===== src/rtl/fetch_unit.sv =====
// Instruction fetch stage: owns the PC, issues in-order word fetches under a credit limit,
// buffers returned words with their PCs and hands them to decode over valid/ready.
module fetch_unit #(
  parameter logic [31:0] RESET_PC   = 32'h0000_0000,
  parameter int          FIFO_DEPTH = 2
) (
  input  logic        clk,
  input  logic        reset,
  output logic        imem_req_valid,
  input  logic        imem_req_ready,
  output logic [31:0] imem_addr,
  input  logic        imem_rsp_valid,
  input  logic [31:0] imem_rsp_data,
  input  logic        RedirectValid,
  input  logic [31:0] RedirectPC,
  output logic [31:0] Instr,
  output logic [31:0] InstrPC,
  output logic        InstrValid,
  input  logic        InstrReady
);

  localparam int PW = $clog2(FIFO_DEPTH);
  localparam int CW = PW + 1;
  localparam logic [CW:0] DEPTH_W = (CW+1)'(FIFO_DEPTH);

  logic [31:0]   fetchPc_q, fetchPc_d;
  logic [31:0]   rspPc_q, rspPc_d;
  logic [CW-1:0] count_q, count_d;
  logic [CW-1:0] outstanding_q, outstanding_d;
  logic [CW-1:0] drop_q, drop_d;
  logic [PW-1:0] rdPtr_q, rdPtr_d;
  logic [PW-1:0] wrPtr_q, wrPtr_d;
  logic [31:0]   memPc_q   [FIFO_DEPTH];
  logic [31:0]   memData_q [FIFO_DEPTH];

  logic [CW:0] inUse;
  logic        accept;
  logic        pop;
  logic        push;
  logic        dropRsp;

  // Every accepted request already owns a FIFO slot, so responses can never stall.
  assign inUse          = {1'b0, count_q} + {1'b0, outstanding_q};
  assign imem_req_valid = reset && (inUse < DEPTH_W) && !RedirectValid;
  assign imem_addr      = fetchPc_q;
  assign accept         = imem_req_valid && imem_req_ready;

  assign InstrValid = (count_q != '0);
  assign Instr      = InstrValid ? memData_q[rdPtr_q] : 32'h0;
  assign InstrPC    = InstrValid ? memPc_q[rdPtr_q]   : 32'h0;
  assign pop        = InstrValid && InstrReady;

  assign dropRsp = imem_rsp_valid && (drop_q != '0);
  assign push    = imem_rsp_valid && (drop_q == '0) && !RedirectValid;

  always_comb begin
    fetchPc_d     = fetchPc_q;
    rspPc_d       = rspPc_q;
    count_d       = count_q;
    outstanding_d = outstanding_q;
    drop_d        = drop_q;
    rdPtr_d       = rdPtr_q;
    wrPtr_d       = wrPtr_q;
    if (RedirectValid) begin
      // Everything still in flight after this cycle belongs to the old path.
      fetchPc_d     = {RedirectPC[31:2], 2'b00};
      rspPc_d       = {RedirectPC[31:2], 2'b00};
      count_d       = '0;
      rdPtr_d       = '0;
      wrPtr_d       = '0;
      outstanding_d = outstanding_q - CW'(imem_rsp_valid);
      drop_d        = outstanding_q - CW'(imem_rsp_valid);
    end else begin
      if (accept) fetchPc_d = fetchPc_q + 32'd4;
      if (push) begin
        rspPc_d = rspPc_q + 32'd4;
        wrPtr_d = wrPtr_q + 1'b1;
      end
      if (pop) rdPtr_d = rdPtr_q + 1'b1;
      if (dropRsp) drop_d = drop_q - 1'b1;
      count_d       = count_q + CW'(push) - CW'(pop);
      outstanding_d = outstanding_q + CW'(accept) - CW'(imem_rsp_valid);
    end
  end

  always_ff @(posedge clk or negedge reset) begin
    if (!reset) begin
      fetchPc_q     <= RESET_PC;
      rspPc_q       <= RESET_PC;
      count_q       <= '0;
      outstanding_q <= '0;
      drop_q        <= '0;
      rdPtr_q       <= '0;
      wrPtr_q       <= '0;
      for (int i = 0; i < FIFO_DEPTH; i++) begin
        memPc_q[i]   <= 32'h0;
        memData_q[i] <= 32'h0;
      end
    end else begin
      fetchPc_q     <= fetchPc_d;
      rspPc_q       <= rspPc_d;
      count_q       <= count_d;
      outstanding_q <= outstanding_d;
      drop_q        <= drop_d;
      rdPtr_q       <= rdPtr_d;
      wrPtr_q       <= wrPtr_d;
      if (push) begin
        memPc_q[wrPtr_q]   <= rspPc_q;
        memData_q[wrPtr_q] <= imem_rsp_data;
      end
    end
  end

endmodule

===== config.mk =====
export PLATFORM = sky130hd
export DESIGN_NAME = fetch_unit
export DESIGN_NICKNAME = d
export VERILOG_FILES = /design/src/rtl/fetch_unit.sv
export SDC_FILE = /design/constraint.sdc
export NUM_CORES = 1
export LEC_CHECK = 0
export ABC_AREA = 1
export BUFFER_PORTS_ARGS = -buffer_cell sky130_fd_sc_hd__buf_4
export CORE_ASPECT_RATIO = 1.75
export CORE_MARGIN = 4
export CORE_UTILIZATION = 41
export CTS_CLUSTER_DIAMETER = 150
export DETAILED_ROUTE_END_ITERATION = 6
export GPL_TIMING_DRIVEN = 0
export PLACE_DENSITY = 0.57
export SLEW_MARGIN = 0
export SYNTH_ARGS = -nofsm -noshare
export SYNTH_HDL_FRONTEND = slang
export SYNTH_SLANG_ARGS = --single-unit
export TNS_END_PERCENT = 100

===== constraint.sdc =====
create_clock -name clk -period 3.15 [get_ports clk]
set_clock_uncertainty 0.05 [all_clocks]
set_input_delay 0.315 -clock clk [delete_from_list [all_inputs] [get_ports clk]]
set_output_delay 0.315 -clock clk [all_outputs]
set_load 0.005 [all_outputs]

==> results of run 1 <==
==> Yosys cell counts (2+ instances only) <==
library cell	n
buf_6	10
o31ai_1	2
buf_1	5
a31oi_1	5
inv_2	6
a21oi_1	77
nand2_4	3
nor2_2	10
inv_1	137
nor2_1	60
xnor2_1	3
xor2_1	14
o21ai_0	93
nand2_1	462
nand3_1	70
o21ai_1	62
or2_2	4
nor3_1	10
o21bai_1	3
buf_4	7
ha_1	8
nor2_8	2
clkbuf_1	29
o221ai_1	2
nand4_1	11
buf_2	13
dfrtp_1	192
a22oi_1	6
nor2_4	6
nand2_2	10
o211ai_1	12
nand3_2	3
==> logic make-up after synthesis <==
kind of cell | Yosys count
AND/OR/NAND/NOR | 654
AO/OA/AOI/OAI | 265
XOR/XNOR | 17
flip-flops | 192
other | 1
adder cells (fa/ha/maj) | 9
buffers and inverters | 208
==> state kept, by name (all words and copies together), names as in the netlist <==
signal         cells
memData_q         64
count_q            2
imem_addr         30
rdPtr_q            1
outstanding_q      2
memPc_q           60
rspPc_q           30
drop_q             2
wrPtr_q            1
==> repair_timing <==
action                                 in CTS  in global routing
endpoints found under the hold margin      76                  0
hold buffers                                1                  0
gates resized for setup                     0                  0
==> path summary, 6_finish.rpt <==
check | startpoint | end | depth (start not counted)
max | count_q[1] | InstrPC[19] | 4
min | RedirectPC[12] | imem_addr[12] | 3
max reg2reg | outstanding_q[0] | outstanding_q[1] | 11
min reg2reg | memPc_q[15] | memPc_q[15] | 2
max in group asynchronous | reset | memData_q[2] | 3
min in group asynchronous | reset | memData_q[16] | 2
==> metrics by stage <==
stage / setup WS, ns / instance area [sq um]
after floorplan: 0.884 / 10200
after global placement: -1.30 / 11800
after detailed placement: 0.477 / 11800
after CTS: 0.159 / 12400
after global routing: 0.0911 / 12400
final: 0.207 / 12400
==> worst min-delay path, cell delays in order <==
cell	delay, ns
buf_4	0.08
nand2_1	0.06
nand2_1	0.06
==> metal layers <==
metal,up-vias,wire length (microns),part of all wire
met2,261,16900,0.53
met3,69,1400,0.044
met1,4445,11900,0.38
met4,0,1460,0.046
met5,-,0,0
li1,4671,-,-
==> layout make-up <==
type,count,share of cell area
inverter,144,0.0436
timing repair buffer,163,0.101
tap,312,0.0314
clock inverter,5,0.00805
sequential,192,0.387
clock buffer,27,0.0405
buffer,64,0.0288
multi-input combinational,949,0.360
==> where the power goes <==
group	leakage [nW]	internal [mW]	switching [mW]
Clock	0.296	1.33	0.932
Sequential	2.43	3.33	0.571
Combinational	3.43	1.30	1.88
==> key figures, run 1 <==
Status
  • Status: complete, no violations

STA
  • Worst hold margin: 0.0406 ns
  • Endpoints failing setup: 0
  • Setup tns final: 0 ns
  • Fin crit share: 0.934
  • Fin. max-slew vios: 0
  • Hold Fails Final Rpt: 0
  • Max Fclk: 0.340 GHz
  • Crit path time final: 2.94 ns
  • Slew HR: 0.272
  • Worst slew pin tran: 1.09 ns
  • RSZ-0062 raised after global routing: no

Yosys
  • Synthesized-area fraction occupied by adder cells: 0.0118
  • Mux contribution to synthesized area: 0
  • Cells after Synth: 1346
  • Post-synth EDFFs: 0
  • Main combinational cell family by area after synthesis: simple AND/OR/NAND/NOR gates
  • Xor and xnor area share after synthesis: 0.0146
  • Yosys warnings: 0
  • Post-Synth Simple-Gate Area: 0.273
  • Asr flop ratio synth: 1.00
  • Synth unique cells: 41
  • Post-synthesis compound-gate area fraction: 0.139
  • Top-area cell type share of the netlist area: 0.472
  • Syn Area/Cell: 7.55 sq um
  • Register area share after synthesis: 0.472
  • Synthesized cell area: 0.0102 sq mm
  • Synth top area cells: dfrtp_1 47%, nand2_1 17%, inv_1 5.1%
  • Yosys top cell by area: dfrtp_1
  • Ys flop type: dfrtp_1
  • Number of synthesized register bits: 192

Global routing
  • Met3 Usage GRT: 0.0380
  • Initial antenna violation count: 0
  • Largest net degree at the start of global routing: 117
  • Total gr overflow: 0
  • Met2 Usage GRT: 0.430
  • Vias in the first global route: 9428
  • Global routing usage on met1: 0.264
  • Global-route wire length before repair: 50300 microns
  • GRT Resource Usage Total: 0.236
  • Busiest layer in global routing: met2

Placement
  • Post-detail-place hpwl: 23900 microns
  • Placed Cells: 1823
  • # port buffers: 161
  • Global placement routability congestion: 0.920

Floorplanning
  • Core Box Area: 0.0245 sq mm
  • Initial core utilization: 0.414
  • # IOs: 168
  • Die Wd: 127 microns
  • Row Count: 76
  • Die Y: 216 microns
  • Die footprint: 0.0275 sq mm

Cells and area
  • Layout cell share with drive strength beyond 1: 0.173
  • Post-layout nets: 1610
  • Filler Cell Count: 2585
  • Commonest non-fill, non-tap cells in the layout: 462 x nand2_1, 192 x dfrtp_1, 167 x buf_4
  • Area occupied by multi-input gates: 0.00448 sq mm
  • Commonest non-fill, non-tap cell in the layout: nand2_1
  • Final Util: 0.507
  • ANT cells: 0
  • Register area: 0.00480 sq mm
  • Fin cells: 1856
  • Synth-to-layout area growth: 22.2%

Clocking
  • Clock sinks: 192
  • Maximum clock path buffer count: 2
  • # H-tree levels: 4
  • Clock buffers created by TritonCTS: 17
  • Root buffer cell: clkbuf_16
  • Setup bufs post-CTS: 0
  • Worst-path clk slew: 0.07 ns
  • CTS tree: yes
  • Clock latency on the worst-skew pair: 0.46 ns

Setup path
  • Kind of cell adding the most delay to the critical path: simple AND/OR/NAND/NOR gates
  • CP max FO: 10
  • Crit path arrival time: 2.58 ns
  • Crit start category: register
  • Worst-path cell chain: nor2_1 -> clkbuf_1 -> a21oi_1 -> buf_4
  • Slowest stage cell, crit path: nor2_1
  • Crit Path Class: register to primary output
  • Worst Setup End Kind: primary output
  • Crit path buf inv count: 2
  • Critical Path RT: 2.78 ns
  • Max stage delay on crit path: 0.83 ns
  • Setup slack, reg-to-reg: 0.47 ns

Pwr
  • Lkg Pwr: 6.16 nW
  • PD cells: 751 mW/mm^2
  • Final Power: 9.34 mW
  • Max VDD drop: 0.384 mV

Route
  • Routed vias/inst: 5.09
  • Initial DRT Pass Iterations: 5
  • Via count: 9446
  • Routed WL: 31700 microns
  • First-iteration detailed-routing DRC count: 582
  • Avg WL per Cell: 17.1 microns
  • Antenna Nets Post-Route: 0
  • # DRC: 0

Flow run
  • Max_cap viols: 0

Worst hold path
  • HP Class: input pin to register
(Power assumes the default switching activity.)
==> run 2, diff against run 1 <==
Settings changed: CTS_BUF_LIST from default to sky130_fd_sc_hd__clkbuf_8 sky130_fd_sc_hd__clkbuf_16.
==> key figures, run 2 (synthesized netlist as in run 1, its figures left out) <==
Setup path
  • Max stage delay on crit path: 0.84 ns
  • Slowest stage cell, crit path: nor2_1
  • Crit path buf inv count: 2
  • R2R cell count: 11
  • Worst-path cell chain: nor2_1 -> clkbuf_1 -> a21oi_1 -> buf_4
  • Worst Setup End Kind: primary output
  • WP depth: 4
  • Critical Path RT: 2.78 ns
  • Kind of cell adding the most delay to the critical path: simple AND/OR/NAND/NOR gates
  • Crit path arrival time: 2.60 ns
  • Crit Path Class: register to primary output
  • CP max FO: 10
  • Crit start category: register

Cells and area
  • ANT cells: 0
  • Largest regs: memData_q x64, memPc_q x60
  • Commonest non-fill, non-tap cells in the layout: 462 x nand2_1, 192 x dfrtp_1, 167 x buf_4
  • Synth-to-layout area growth: 22.2%
  • Biggest register: memData_q
  • Max reg flops: 64
  • Commonest non-fill, non-tap cell in the layout: nand2_1
  • Layout cell share with drive strength beyond 1: 0.173
  • Final Instance Area: 0.0124 sq mm
  • Post-layout nets: 1610
  • Filler Cell Count: 2585

Global routing
  • Initial antenna violation count: 0
  • GRT Resource Usage Total: 0.236
  • Global-route wire length before repair: 50300 microns
  • Total gr overflow: 0
  • Busiest layer in global routing: met2
  • Met3 Usage GRT: 0.0382
  • Met2 Usage GRT: 0.429
  • Vias in the first global route: 9437
  • Largest net degree at the start of global routing: 117
  • Global routing usage on met1: 0.263

Route
  • Routed WL: 31700 microns
  • First-iteration detailed-routing DRC count: 597
  • Routed vias/inst: 5.09
  • Initial DRT Pass Iterations: 5
  • Antenna Nets Post-Route: 0
  • Via count: 9452
  • Avg WL per Cell: 17.1 microns
  • # DRC: 0

STA
  • Endpoints failing setup: 0
  • Crit path time final: 2.96 ns
  • Max Fclk: 0.338 GHz
  • Final Worst Setup Slack: 0.190 ns
  • Fin crit share: 0.940
  • Fin. max-slew vios: 0
  • Slew HR: 0.257
  • RSZ-0062 raised after global routing: no
  • Worst slew pin tran: 1.11 ns
  • Hold Fails Final Rpt: 0

Clocking
  • Setup bufs post-CTS: 0
  • # H-tree levels: 4
  • Maximum clock path buffer count: 2
  • Clock sinks: 192
  • CTS tree: yes
  • Worst-path clk slew: 0.07 ns
  • Root buffer cell: clkbuf_16
  • Clock latency on the worst-skew pair: 0.46 ns
  • Clock buffers created by TritonCTS: 17

Floorplanning
  • Die footprint: 0.0275 sq mm
  • Die Y: 216 microns
  • Core Box Area: 0.0245 sq mm
  • # IOs: 168
  • Row Count: 76
  • Initial core utilization: 0.414
  • Die Wd: 127 microns

Flow run
  • Max_cap viols: 0

Pwr
  • Lkg Pwr: 6.18 nW
  • Final Power: 9.32 mW
  • PD cells: 750 mW/mm^2
  • Max VDD drop: 0.382 mV

Placement
  • Placement Cell Area: 0.0118 sq mm
  • Post-detail-place hpwl: 23900 microns
  • # port buffers: 161
  • Global placement routability congestion: 0.920
  • Setup slack at placement: 0.477 ns

Status
  • Status: complete, no violations

Worst hold path
  • HP Class: input pin to register
  • WHS Path Cells: 3
## run 2: cell types whose count changed in the layout (fill, tap and decap cells not counted), sizes merged
cell	previous run	this run
clkbuf	56	50
inv	143	149
## run 2: final cells by class
| cell class | count | area (sq um) | area share |
|---|---|---|---|
| clock buffer | 21 | 480 | 0.0387 |
| buffer | 64 | 358 | 0.0288 |
| timing repair buffer | 163 | 1250 | 0.101 |
| sequential | 192 | 4800 | 0.387 |
| tap | 312 | 390 | 0.0314 |
| multi-input combinational | 949 | 4480 | 0.360 |
| inverter | 144 | 542 | 0.0436 |
| clock inverter | 11 | 123 | 0.00987 |
## run 2: worst paths after layout
check	startpoint	end	slack, ns
worst max-delay path	count_q[1]	InstrPC[19]	0.19
worst min-delay path	RedirectPC[12]	imem_addr[12]	0.05
worst max register to register	outstanding_q[0]	outstanding_q[1]	0.48
worst min register to register	memData_q[36]	memData_q[36]	0.43
max in group asynchronous	reset	memData_q[1]	1.66
min in group asynchronous	reset	memData_q[16]	0.37
## run 2: worst reg2reg max path: stages (launching register included)
cell,delay (ns)
dfrtp_1,0.41
nand2_1,0.08
inv_1,0.05
fa_1,0.43
nor2_1,0.17
nand4_2,0.31
ha_1,0.42
inv_1,0.04
ha_1,0.17
xor2_1,0.16
xnor2_1,0.14
o21ai_0,0.09
## run 2: stage by stage
| step | instances | util | setup TNS, ns | hold WS (ns) |
|---|---|---|---|---|
| finish | 1856 | 0.507 | 0 | 0.0456 |
| global route | 1856 | 0.507 | 0 | 0.0435 |
| CTS | 1856 | 0.507 | 0 | 0.0185 |
| detailed placement | 1823 | 0.482 | 0 | 0.293 |
| global placement | 1822 | 0.480 | -33.77 | 0.415 |
| floorplan | 1349 | - | 0 | -0.0306 |
## run 2: report_power, final
group,switching (mW),internal [mW],leakage [nW]
clock network,0.934,1.31,0.320
logic,1.88,1.30,3.43
registers,0.569,3.33,2.43
total,3.38,5.94,6.18
## run 2: layer usage
layer  vias to the layer above  share of wire
met5                         -              0
met4                         0          0.046
met3                        69          0.044
met2                       267           0.54
met1                      4448           0.37
li1                       4668              -
## run 2: repair_timing
item	CTS	global route
hold endpoints to repair	76	0
gates resized for setup	0	0
hold buffers	1	0
==> run 3, diff against run 2 <==
Settings changed: CELL_PAD_IN_SITES_DETAIL_PLACEMENT from default to 1, CELL_PAD_IN_SITES_GLOBAL_PLACEMENT from default to 1, CORE_UTILIZATION 41 to 39, GPL_TIMING_DRIVEN 0 to default, PLACE_DENSITY 0.57 to 0.72.
==> key figures, run 3 (synthesized netlist as in run 1, its figures left out) <==
Cells and area
  • Max reg flops: 64
  • Largest regs: memData_q x64, memPc_q x60
  • Synth-to-layout area growth: 20.3%
  • Post-layout nets: 1559
  • Biggest register: memData_q
  • Commonest non-fill, non-tap cells in the layout: 462 x nand2_1, 191 x dfrtp_1, 171 x buf_4
  • ANT cells: 0
  • Layout cell share with drive strength beyond 1: 0.172
  • Commonest non-fill, non-tap cell in the layout: nand2_1

Route
  • Routed WL: 31800 microns
  • Via count: 9361
  • Routed vias/inst: 5.16
  • Avg WL per Cell: 17.6 microns
  • # DRC: 0
  • Initial DRT Pass Iterations: 4
  • First-iteration detailed-routing DRC count: 359
  • Antenna Nets Post-Route: 0

STA
  • Fin. max-slew vios: 0
  • Hold Fails Final Rpt: 20
  • Max Fclk: 0.401 GHz
  • Fin crit share: 0.792
  • Crit path time final: 2.50 ns
  • Worst slew pin tran: 0.838 ns
  • RSZ-0062 raised after global routing: no
  • Endpoints failing setup: 0
  • Worst hold margin: -0.0640 ns
  • Slew HR: 0.441
  • Setup tns final: 0 ns

Setup path
  • Setup slack, reg-to-reg: 0.65 ns
  • Worst Setup End Kind: register
  • R2R cell count: 10
  • Crit Path Class: register to register
  • Crit start category: register
  • CP max FO: 15
  • RR Startpoint: count_q[0]
  • Crit path arrival time: 2.83 ns
  • RR Endpoint: imem_addr[29]
  • Critical Path RT: 3.48 ns

Global routing
  • Global-route wire length before repair: 51900 microns
  • GRT Resource Usage Total: 0.228
  • Total gr overflow: 0
  • Largest net degree at the start of global routing: 131
  • Met3 Usage GRT: 0.0417
  • Met2 Usage GRT: 0.408
  • Vias in the first global route: 10000
  • Initial antenna violation count: 0
  • Global routing usage on met1: 0.259
  • Busiest layer in global routing: met2

Floorplanning
  • Die Wd: 130 microns
  • Die footprint: 0.0288 sq mm
  • Initial core utilization: 0.393
  • Die Y: 222 microns
  • Row Count: 78
  • Core Box Area: 0.0259 sq mm
  • # IOs: 168

Clocking
  • Root buffer cell: clkbuf_16
  • Clock latency on the worst-skew pair: 0.45 ns
  • Setup bufs post-CTS: 0
  • Maximum clock path buffer count: 2
  • Clock buffers created by TritonCTS: 17
  • Post-CTS Hold Fix Bufs: 0
  • Resized Gates After CTS: 0
  • Worst-path clk slew: 0.07 ns
  • Clock sinks: 192
  • # H-tree levels: 4
  • CTS tree: yes

Placement
  • Post-detail-place hpwl: 22800 microns
  • Global placement routability congestion: 0.879
  • # port buffers: 161

Worst hold path
  • HP Class: input pin to async pin

Status
  • Status: finished with violations
  • Failing checks: negative hold slack

Pwr
  • PD cells: 767 mW/mm^2
  • Max VDD drop: 0.369 mV
  • Lkg Pwr: 6.08 nW
  • Final Power: 9.38 mW

Flow run
  • Max_cap viols: 0
## run 3: worst max-delay path by stage
stage                            end  cells past startpoint        startpoint
floorplan           outstanding_q[1]                     11  outstanding_q[0]
detailed placement     imem_addr[29]                     10        count_q[0]
global route           imem_addr[29]                     10        count_q[0]
CTS                      InstrPC[11]                      4           rdPtr_q
finish                 imem_addr[29]                     10        count_q[0]
global placement       imem_addr[29]                     10        count_q[0]
## run 3: power by group
group          total [mW]  internal [mW]  switching, mW
registers            3.94           3.33          0.608
clock network        2.32           1.36          0.962
logic                3.12           1.28           1.84
total                9.38           5.97           3.41
## run 3: worst max-delay path: stages (launching register included)
cell and delay, ns:
dfrtp_1 0.43, nand2_1 0.08, inv_1 0.05, fa_1 0.43
nor2_1 0.18, nand4_2 0.13, buf_4 0.20, inv_1 0.44
buf_4 0.26, nand3_1 0.09, nand3_1 0.08
## run 3: per-stage QoR
step           cell area, sq um  worst slack [ns]  cells  hold WS [ns]   util
5_1_grt                   12200             0.486   1813        0.0114  0.473
3_5_place_dp              11600             0.636   1781         0.423  0.449
2_1_floorplan             10200             0.884   1349       -0.0306      -
6_report                  12200             0.654   1813       -0.0640  0.473
3_3_place_gp              11600             0.712   1781         0.415  0.449
4_1_cts                   12200             0.589   1813        0.0141  0.473
## run 3: per-layer routing
metal  vias to the layer above  part of all wire
li1                       4563                 -
met1                      4546              0.40
met2                       187              0.53
met3                        65             0.033
met4                         0             0.043
met5                         -                 0
## run 3: final cells by class
class	count	area [sq um]
fillers	3262	13600
flip-flops and latches	192	4810
multi-input cells	949	4490
repair buffers	176	1380
inverters	144	542
clock buffers	19	453
well taps	320	400
clock inverters	13	169
